==> src/rtl/audio_direction.sv <==
// -----------------------------------------------------------------------------
// audio_direction
//
// Compares the summed absolute amplitude of a left and a right microphone
// over a fixed window of samples and reports which side is louder together
// with a scaled, saturated correction magnitude. A steering loop uses
// audio_dir/audio_val to trim a pulse width toward the louder source.
//
// Processing per window:
//   ACCUM   : add |left_in| / |right_in| on every ready strobe
//   COMPARE : register |sum_l - sum_r|, direction and combined energy
//   SCALE   : shift/saturate the difference, qualify against deadband/silence
//   EMIT    : publish the result with a one-cycle audio_done strobe
//
// Ports:
//   clock       system clock, rising-edge active
//   reset       asynchronous active-low reset
//   enable      1 = measure, 0 = idle and discard the current window
//   ready       one-cycle strobe: left_in/right_in hold a new sample pair
//   left_in     signed 8-bit left sample
//   right_in    signed 8-bit right sample
//   audio_dir   1 = left louder, 0 = right louder (registered)
//   audio_val   correction magnitude (registered)
//   audio_done  one-cycle strobe, audio_dir/audio_val valid in the same cycle
// -----------------------------------------------------------------------------
module audio_direction #(
    parameter int WINDOW   = 1024,
    parameter int SHIFT    = 6,
    parameter int DEADBAND = 1024,
    parameter int SILENCE  = 4096
) (
    input  logic       clock,
    input  logic       reset,
    input  logic       enable,
    input  logic       ready,
    input  logic [7:0] left_in,
    input  logic [7:0] right_in,
    output logic       audio_dir,
    output logic [7:0] audio_val,
    output logic       audio_done
);

    localparam int                CNT_W      = (WINDOW > 1) ? $clog2(WINDOW) : 1;
    localparam logic [CNT_W-1:0]  LAST_CNT   = CNT_W'(WINDOW - 1);
    localparam logic [31:0]       DEADBAND_U = 32'(DEADBAND);
    localparam logic [31:0]       SILENCE_U  = 32'(SILENCE);

    typedef enum logic [2:0] {
        IDLE,
        ACCUM,
        COMPARE,
        SCALE,
        EMIT
    } state_t;

    state_t state;
    state_t state_next;

    logic [17:0]      sum_l;
    logic [17:0]      sum_r;
    logic [CNT_W-1:0] sample_cnt;

    logic [17:0]      diff;
    logic             dir_next;
    logic [18:0]      total;

    logic [7:0]       val_next;
    logic             qual;

    logic [17:0]      diff_shifted;
    logic             take_sample;
    logic             last_sample;

    // Magnitude of a two's-complement byte as an unsigned byte; -128 maps to
    // 128 because the result is read as unsigned, so nothing wraps.
    function automatic logic [7:0] mag8(input logic [7:0] s);
        return s[7] ? (~s + 8'd1) : s;
    endfunction

    assign take_sample  = (state == ACCUM) && enable && ready;
    assign last_sample  = take_sample && (sample_cnt == LAST_CNT);
    assign diff_shifted = diff >> SHIFT;

    // -------------------------------------------------------------------------
    // State register
    // -------------------------------------------------------------------------
    // NOTE: every clocked process uses non-blocking assignments so all
    // registers update together from the values present before the edge.
    always_ff @(posedge clock or negedge reset) begin
        if (!reset) begin
            state <= IDLE;
        end else begin
            state <= state_next;
        end
    end

    // -------------------------------------------------------------------------
    // Next-state logic
    // -------------------------------------------------------------------------
    // NOTE: state_next is defaulted before the case so every path assigns it
    // and no latch is inferred.
    always_comb begin
        state_next = state;
        case (state)
            IDLE:    if (enable)      state_next = ACCUM;
            ACCUM:   if (last_sample) state_next = COMPARE;
            COMPARE:                  state_next = SCALE;
            SCALE:                    state_next = EMIT;
            EMIT:                     state_next = ACCUM;
            default:                  state_next = IDLE;
        endcase
        // Dropping enable abandons whatever is in flight, including an EMIT.
        if (!enable) begin
            state_next = IDLE;
        end
    end

    // -------------------------------------------------------------------------
    // Window accumulators
    // -------------------------------------------------------------------------
    always_ff @(posedge clock or negedge reset) begin
        if (!reset) begin
            sum_l      <= '0;
            sum_r      <= '0;
            sample_cnt <= '0;
        end else if (take_sample) begin
            sum_l      <= sum_l + 18'(mag8(left_in));
            sum_r      <= sum_r + 18'(mag8(right_in));
            sample_cnt <= sample_cnt + CNT_W'(1);
        end else if (state == IDLE || state == EMIT || !enable) begin
            sum_l      <= '0;
            sum_r      <= '0;
            sample_cnt <= '0;
        end
    end

    // -------------------------------------------------------------------------
    // COMPARE and SCALE pipeline registers
    // -------------------------------------------------------------------------
    always_ff @(posedge clock or negedge reset) begin
        if (!reset) begin
            diff     <= '0;
            dir_next <= 1'b0;
            total    <= '0;
            val_next <= '0;
            qual     <= 1'b0;
        end else begin
            if (state == COMPARE) begin
                // Equal sums fall into the else branch: diff 0, direction right.
                if (sum_l > sum_r) begin
                    diff     <= sum_l - sum_r;
                    dir_next <= 1'b1;
                end else begin
                    diff     <= sum_r - sum_l;
                    dir_next <= 1'b0;
                end
                total <= {1'b0, sum_l} + {1'b0, sum_r};
            end
            if (state == SCALE) begin
                val_next <= (diff_shifted > 18'd255) ? 8'hFF : diff_shifted[7:0];
                qual     <= (32'(diff) >= DEADBAND_U) && (32'(total) >= SILENCE_U);
            end
        end
    end

    // -------------------------------------------------------------------------
    // Outputs: only a qualified, still-enabled EMIT changes them, so the last
    // published result survives IDLE and suppressed windows.
    // -------------------------------------------------------------------------
    always_ff @(posedge clock or negedge reset) begin
        if (!reset) begin
            audio_dir  <= 1'b0;
            audio_val  <= '0;
            audio_done <= 1'b0;
        end else if (state == EMIT && enable && qual) begin
            audio_dir  <= dir_next;
            audio_val  <= val_next;
            audio_done <= 1'b1;
        end else begin
            audio_done <= 1'b0;
        end
    end

endmodule

==> config.mk <==
export PLATFORM = sky130hd
export DESIGN_NAME = audio_direction
export DESIGN_NICKNAME = d
export VERILOG_FILES = /design/src/rtl/audio_direction.sv
export SDC_FILE = /design/constraint.sdc
export NUM_CORES = 1
export LEC_CHECK = 0
export ABC_CLOCK_PERIOD_IN_PS = 7050
export CORE_ASPECT_RATIO = 0.7
export CORE_MARGIN = 10
export CORE_UTILIZATION = 66
export DETAILED_ROUTE_END_ITERATION = 8
export PLACE_DENSITY_LB_ADDON = 0.15
export SKIP_CTS_REPAIR_TIMING = 1
export SLEW_MARGIN = 20
export SYNTH_ARGS = -nofsm -noshare
export SYNTH_HDL_FRONTEND = slang
export SYNTH_SLANG_ARGS = --single-unit
==> constraint.sdc <==
create_clock -name clock -period 7.05 [get_ports clock]
set_input_delay 1.41 -clock clock [delete_from_list [all_inputs] [get_ports clock]]
set_output_delay 1.41 -clock clock [all_outputs]
set_load 0.02 [all_outputs]
; Yosys cells after proc, flatten, opt, wreduce, memory -nomap -nowiden
; Index checks and enable logic that the tools add are counted.
[totals]
reg_bits = 106
latch_bits = 0
mem_bits_rw = 0
romBits = 0
in_bits = 20
out_inout_bits = 10
word_cells = 58
memories = 0
[classes]
add_sub_neg = 8
mul = 0
n_div = 0
n_lt_le_gt_ge = 4
eq_ne = 6
shift = 0
mux = 14
n_bitwise = 2
n_reduce_logical = 12
[ops]
columns = op, count
row1 = 18-bit two-way mux, 4
row2 = 18-bit by 8-bit adder with 18-bit output, 2
row3 = 18-bit subtractor, 2
row4 = 8-bit two-way mux, 3
row5 = 10-bit two-way mux, 2
row6 = 18-bit by 18-bit adder with 19-bit output, 1
row7 = "19-bit by 13-bit >= comparator with 1-bit output, second input constant", 1
row8 = "18-bit by 11-bit >= comparator with 1-bit output, second input constant", 1
row9 = 18-bit > comparator, 1
row10 = "8-bit by 1-bit adder with 8-bit output, second input constant", 2
row11 = 8-bit inverter, 2
row12 = "12-bit by 8-bit > comparator with 1-bit output, second input constant", 1
row13 = 3-bit case mux with 4 select lines, 1
row14 = "10-bit by 1-bit adder with 10-bit output, second input constant", 1
row15 = "10-bit equality test, second input constant", 1
row16 = "3-bit by 2-bit equality test with 1-bit output, second input constant", 2
row17 = 1-bit logical AND, 6
row18 = 3-bit two-way mux, 2
row19 = "3-bit by 1-bit equality test with 1-bit output, second input constant", 1
row20 = "3-bit equality test, second input constant", 1
row21 = 3-bit zero test, 1
row22 = "3-bit inequality test, second input constant", 1
row23 = 1-bit logical OR, 2
row24 = 1-bit two-way mux, 2
row25 = other kinds (3), 3

; Longest topological paths before layout
[depth]
depth_word = 7
mapped_depth = 14

; Worst setup path after synthesis
; OpenSTA, ideal clock, no wires.
[synth_path]
path_type = in2reg
from = input right_in[0]
to = register sum_r[17]
setup_ns = 0.079
t_arrival_ns = 3.737
slack_ns = 3.233
stages = 13
path_cell_list = inv_1 > ha_1 > nand2_1 > o21ai_0 > ha_1 > a21o_1 > a21o_1 > a21o_1 > a221o_1 > a31o_1 > and3_1 > nand4_1 > mux2i_1
[synth_between]
elab_chain_len = 5
[synth_lines]
columns = item, line
row1 = "start, declared", 37  ; input logic [7:0] right_in,
row2 = 8-bit inverter, 77  ; return s[7] ? (~s + 8'd1) : s;
row3 = 8-bit by 1-bit adder with 8-bit output, 77
row4 = 8-bit two-way mux *, 77
row5 = 18-bit by 8-bit adder with 18-bit output *, 128  ; sum_r <= sum_r + 18'(mag8(right_in));
row6 = 18-bit two-way mux *, 126  ; end else if (take_sample) begin
row7 = "end signal, assigned", 128
row8 = "end, declared", 60  ; logic [17:0] sum_r;
; Every way passes the cells marked *; elsewhere a longest branch is shown, timed or not.
; A chain may end at the register's enable or synchronous reset.

; Final worst setup path
; Same ends and word-level chain as after synthesis.

==> flow_summary.json <==
{
  "run_status": "finished, final reports clean",
  "critPathArrivalTime_ns": 4.52,
  "synth.net_count": 895,
  "floorplan.die.height_um": 105,
  "fraction_of_synthesized_cell_area_taken_by_the_top_area_cell_type_pct": 32.0,
  "critical_path.endpoint_type": "flop",
  "drc": 0,
  "synth_edf_count": 0,
  "final.setup.worst_slack_ns": 2.79,
  "syn_inst_count": 794,
  "critical_path.startpoint_type": "input pin",
  "clock_pin_slew_reported_for_the_worst_setup_and_hold_paths_after_clock_tree_synthesis_ns": 0.07,
  "rsz0062_at_grt": "no",
  "min_path_type": "flop to flop",
  "critical_path_peak_fanout": 4,
  "areaGrowthSynthToFinish_pct": 9.23,
  "routed_wl_um": 17900,
  "setup_viol_count_final": 0,
  "synth_common_cells": "sky130_fd_sc_hd__nand2_1, sky130_fd_sc_hd__dfrtp_1, sky130_fd_sc_hd__ha_1",
  "syn-mean-instance-area_um2": 8.66,
  "synth.largest_area_cell": "sky130_fd_sc_hd__dfrtp_1",
  "postSynthRegisterBits": 88,
  "firstDrtPassIters": 5,
  "grt_first_pass_wirelength_um": 29300,
  "antenna_found_initial": 0,
  "dp_cell_count": 923,
  "routed-via-count": 5988,
  "total_standard_cell_area_after_synthesis_um2": 6870,
  "drive_above_1_share_pct": 4.34,
  "drt_first_iter_violations": 610,
  "peakVddDrop_mv": 0.123,
  "post_drt_via_cell_ratio": 6.38,
  "most_common_cell_in_the_synthesized_netlist": "sky130_fd_sc_hd__nand2_1",
  "instances_no_fill": 939,
  "ys_types": 72,
  "tritoncts": "built",
  "critPathRequiredTime_ns": 7.31,
  "core_area_um2": 10200,
  "die_w_um": 142,
  "yosysSeqAreaShare_pct": 32.0,
  "cts.sinks": 88,
  "clock_tree.root_cell": "sky130_fd_sc_hd__clkbuf_16",
  "htree_levels": 3,
  "yosys-top-cells-area": "sky130_fd_sc_hd__dfrtp_1, sky130_fd_sc_hd__ha_1, sky130_fd_sc_hd__nand2_1, sky130_fd_sc_hd__xnor2_1, sky130_fd_sc_hd__a21oi_1",
  "floorplan.rows": 31,
  "total_leakage_power_nw": 3.61,
  "skew_ns": 0.00896,
  "final.setup.tns_ns": 0,
  "io_buffer_count": 29,
  "insertion_delay_ns": 0.34,
  "yosysWarnings": 0,
  "grt_start_max_net_pins": 85,
  "min_period_ns": 4.26,
  "tritoncts.num_buffers": 9,
  "max_cap_violations": 0,
  "timing.final.hold_violations": 0,
  "insertedDiodeCount": 0,
  "preCtsSetupSlack_ns": 2.48,
  "async_flop_share_pct": 100,
  "min_period_over_period_pct": 60.4,
  "detail-route-antenna-nets": 0,
  "worst_pin_slew_ns": 1.11,
  "initial_core_util_pct": 67.1,
  "fill_cells": 760,
  "post_layout_net_count": 903,
  "die-area_um2": 15000,
  "post_drt_wl_per_cell_um": 19.0,
  "first_global_vias": 5626,
  "cts_max_path_buffers": 2,
  "dp_hpwl_um": 13800,
  "powerDensity_nw_per_um2": 196,
  "globalplace.congestion": 0.980,
  "globalRoute.totalOverflow": 0,
  "ys.flop_type": "sky130_fd_sc_hd__dfrtp_1",
  "worst_case_hold_slack_ns": 0.470,
  "global_route.usage.total_pct": 23.9,
  "finalPower_mw": 1.47,
  "i_o_pin_count": 30,
  "max_freq_mhz": 235,
  "critical_path_class": "input pin to flop",
  "timing.max_slew.rel_slack_pct": 26.0,
  "final_max_slew_viol_count": 0
}
cell families after synthesis:
| logic type | Yosys count | share of synthesized area (%) |
|---|---|---|
| mux | 20 | 2.93 |
| xor+xnor | 42 | 5.35 |
| simple gates | 238 | 16.8 |
| buf+inv | 95 | 5.81 |
| compound gates | 230 | 21.8 |
| fa+ha+maj | 81 | 15.3 |
| flops | 88 | 32.0 |
placed cells by master (no fill, tap or decap), drive strengths merged, types with 11 or more instances in the layout:
cell type      count
a21oi             51
o21a              11
nand3             41
nand4             12
dfrtp             88
nand2            103
o21ai             73
clkdlybuf4s50     28
nor3              13
a21o              19
mux2i             19
inv               62
nor2              21
xnor2             37
ha                76
final cells by class:
cell class	count	area (um^2)	area share, %
Sequential cell	88	2200	29.3
Inverter	60	225	3.00
Clock buffer	9	225	3.00
Timing Repair Buffer	32	314	4.18
Multi-Input combinational cell	611	4270	56.9
Tap cell	132	165	2.20
Clock inverter	7	101	1.35
flip-flops by register name, indices dropped and copies added, names as in the netlist:
name        count
sum_r          18
audio_val       8
val_next        8
audio_done      1
dir_next        1
diff           12
qual            1
sample_cnt     10
total           7
sum_l          18
audio_dir       1
state           3
path summary, 6_finish.rpt:
kind | from | end | slack (ns) | cells after the start
max | right_in[0] | sum_r[17]$_DFFE_PN0P_ | 2.79 | 14
min | val_next[4]$_DFFE_PN0P_ | audio_val[4]$_DFFE_PN0P_ | 0.47 | 2
max reg2reg | sum_l[1]$_DFFE_PN0P_ | diff[7]$_DFFE_PN0N_ | 3.50 | 10
min reg2reg | val_next[4]$_DFFE_PN0P_ | audio_val[4]$_DFFE_PN0P_ | 0.47 | 2
max in group asynchronous | reset | sample_cnt[7]$_DFFE_PN0P_ | 5.28 | 2
min in group asynchronous | reset | diff[15]$_DFFE_PN0N_ | 0.85 | 1
per-stage QoR:
| step | utilization, % | area (um^2) |
|---|---|---|
| 2_1_floorplan | - | 6870 |
| 3_3_place_gp | 70.1 | 7180 |
| 3_5_place_dp | 70.1 | 7180 |
| 4_1_cts | 73.3 | 7500 |
| 5_1_grt | 73.3 | 7510 |
| 6_report | 73.3 | 7510 |
metal layers:
layer  GRT usage, %  routed length (um)
met1           37.0                8890
met3           4.39                1330
met5              0                   0
met4           4.22                 105
met2           33.9                7530
worst max-delay path, cell delays in order:
cell	delay [ns]
sky130_fd_sc_hd__clkdlybuf4s50_1	0.52
sky130_fd_sc_hd__inv_1	0.06
sky130_fd_sc_hd__ha_1	0.28
sky130_fd_sc_hd__nand2_1	0.06
sky130_fd_sc_hd__o21ai_0	0.15
sky130_fd_sc_hd__ha_1	0.31
sky130_fd_sc_hd__a21o_1	0.16
sky130_fd_sc_hd__a21o_1	0.20
sky130_fd_sc_hd__a21o_1	0.19
sky130_fd_sc_hd__a221o_1	0.34
sky130_fd_sc_hd__a31o_1	0.27
sky130_fd_sc_hd__and3_1	0.24
sky130_fd_sc_hd__nand4_1	0.12
sky130_fd_sc_hd__mux2i_1	0.22
power by group:
part | leakage [nW] | switching (mW) | internal [mW]
logic | 2.24 | 0.238 | 0.174
clock network | 0.158 | 0.205 | 0.315
registers | 1.21 | 0.0194 | 0.519
Power figures use the tool's default switching activity.
==> RTL edit, RTL diff (same settings) <==
Make the reset (`reset`) synchronous in 4 clocked blocks. Comments in the files are not updated.
--- a/src/rtl/audio_direction.sv
+++ b/src/rtl/audio_direction.sv
@@ -86,7 +86,7 @@
     // -------------------------------------------------------------------------
     // NOTE: every clocked process uses non-blocking assignments so all
     // registers update together from the values present before the edge.
-    always_ff @(posedge clock or negedge reset) begin
+    always_ff @(posedge clock) begin
         if (!reset) begin
             state <= IDLE;
         end else begin
@@ -118,7 +118,7 @@
     // -------------------------------------------------------------------------
     // Window accumulators
     // -------------------------------------------------------------------------
-    always_ff @(posedge clock or negedge reset) begin
+    always_ff @(posedge clock) begin
         if (!reset) begin
             sum_l      <= '0;
             sum_r      <= '0;
@@ -137,7 +137,7 @@
     // -------------------------------------------------------------------------
     // COMPARE and SCALE pipeline registers
     // -------------------------------------------------------------------------
-    always_ff @(posedge clock or negedge reset) begin
+    always_ff @(posedge clock) begin
         if (!reset) begin
             diff     <= '0;
             dir_next <= 1'b0;
@@ -167,7 +167,7 @@
     // Outputs: only a qualified, still-enabled EMIT changes them, so the last
     // published result survives IDLE and suppressed windows.
     // -------------------------------------------------------------------------
-    always_ff @(posedge clock or negedge reset) begin
+    always_ff @(posedge clock) begin
         if (!reset) begin
             audio_dir  <= 1'b0;
             audio_val  <= '0;
Behaviour: same outputs for any inputs over 10 cycles, from zero or initial values and one cycle with reset low; that may be too few to reach the edited logic, so the function may still have changed.
==> RTL edit against the original RTL <==
- sequential cell count did not move
- routed wire length increased by 8.5%
- worst setup slack got worse by 64 ps
- cell area rose by 1.9%
- synthesized area up 3.6%
- maximum frequency decreased by 1.5%
- non-clock buffer count grew 3
- critical path depth stayed put
- global-route usage increased by 0.95 points
- via count increased by 13%
- highest routed layer unchanged
Power is not compared: it rests on default switching activity, and its combinational part moved more than twofold at a synthesized area within 25%.
==> RTL edit: results (changes against the original RTL) <==
Status
  • Outcome: completed

Placed design
  • Post-place setup slack: 2410 ps (-69.5 ps)
  • Global placement routability congestion: 0.977 (-0.36%)
  • Placed cell count: 1,005 (+8.9%)
  • Placed standard-cell area: 7310 sq um (+1.9%)
  • DPL Wire Length: 14.5 mm (+5.0%)

Cells and area
  • Leading registers by flop count: sum_l: 18 flops, sum_r: 18 flops, diff: 12 flops
  • Fill cell total of the finished layout: 781 (+2.8%)
  • Post-layout net count: 985 (+9.1%)
  • Share of layout cells above drive strength 1: 7.20% (+2.9 points)
  • Multi-input gate area: 4820 sq um (+13%)

Critical path
  • Terminus of the critical flop-to-flop path: diff[15]
  • Crit path arrival time: 4570 ps (+50 ps)
  • End point of the critical path: sum_l[13]
  • Maximum fanout along the worst path: 9 (+5)
  • Reg-to-reg critical path startpoint: sum_l[1]
  • Reg2Reg Setup Slack: 3590 ps (+90 ps)
  • CP Launch Point: left_in[0]

STA
  • Min cycle time layout: 4320 ps (+64.3 ps)
  • Actual slew at the worst max-slew pin: 738 ps (-372 ps)
  • Worst hold margin: 453 ps (-17.8 ps)
  • Post-Route Skew: 5.54 ps (-3.42 ps)

Routing
  • Post-DR wirelength/cell: 19.0 um (-0.24%)
  • Via count: 6,771 (+13%)
  • Number of iterations in the first detailed-routing pass: 5 (unchanged)
  • Via-per-instance ratio: 6.63 (+4.0%)
  • Violation count after the first detailed-route iteration: 724 (+19%)

Worst hold path
  • Startpoint of the lowest-slack hold path: total[16]
  • Cell count of the worst hold path: 2 (unchanged)
  • End point of the worst hold path: total[16]

Global routing
  • Pin count of the biggest net entering global routing: 47 (-45%)
  • GR Util All Layers: 24.9% (+0.95 points)
  • Via count of the first global-routing pass: 6,243 (+11%)
  • First-pass GRT wire length: 31.6 mm (+7.6%)

Synthesis
  • Seq/Total Area, Yosys: 24.7% (-7.3 points)
  • Most common cell in the synthesized netlist: a21oi_1
  • Distinct cell type count after synthesis: 84 (+17%)
  • Primary flip-flop cell chosen by synthesis mapping: dfxtp_1
  • Biggest area contributors in the synthesized netlist: dfxtp_1, ha_1, a21oi_1
  • Fraction of registers with async set/reset: 0% (-100 points)
  • Most used standard cells in the synthesized netlist: a21oi_1, dfxtp_1, ha_1, nand2_1, nor2_1
  • Synthesized instance count: 892 (+12%)

Power
  • Maximum ir drop on the vdd rail: 0.122 mV
==> RTL edit: cell count changes after synthesis, moves of 10 or more <==
cell	unedited run	this run
clkbuf_1	19	31
nand2_1	103	76
o21ai_0	50	40
a211oi_1	3	13
a21oi_1	50	96
xnor2_1	37	25
dfxtp_1	0	88
o21ai_1	23	1
dfrtp_1	88	0
nor2_1	21	63
==> RTL edit: kinds of logic (layout without fill, tap and decap cells) <==
kind of cell,Yosys count,in the layout,share of synthesized area (%)
AOI/OAI and AO/OA,264,264,25.3
xor gates and xnor gates,32,32,3.94
adders and majority gates,81,81,14.8
buffers and inverters,114,111,7.52
DFF,88,88,24.7
muxes,23,23,3.37
and+or+nand+nor,290,290,20.4
==> RTL edit: metal layers <==
layer / track usage (%) / vias to the layer above / wire length [um]
met3: 5.11 / 26 / 2060
met5: 0 / - / 0
li1: - / 3203 / -
met4: 5.90 / 0 / 230
met2: 37.2 / 341 / 8360
met1: 35.7 / 3201 / 8720
==> RTL edit: where the power goes <==
part	internal, mW	switching [mW]
Sequential	0.498	0.00329
Clock	0.325	0.216
Combinational	0.0720	0.0990
Total	0.895	0.318
==> RTL edit: critical path, stage by stage <==
cell and delay (ps):
clkdlybuf4s50_1 490, inv_1 60, ha_1 290, nand2_1 60, o21ai_0 150, ha_1 310, a21o_1 170, a21o_1 200
a21o_1 190, a2111o_1 460, a31oi_4 300, nand2b_1 150, a21oi_1 70, o32ai_1 240
==> RTL edit: area by class of cell <==
type,instances,area share [%]
Tap cell,132,2.16
Timing Repair Buffer,35,4.38
Multi-Input combinational cell,690,63.1
Sequential cell,88,23.0
Clock buffer,10,3.12
Inverter,60,2.98
Clock inverter,6,1.24
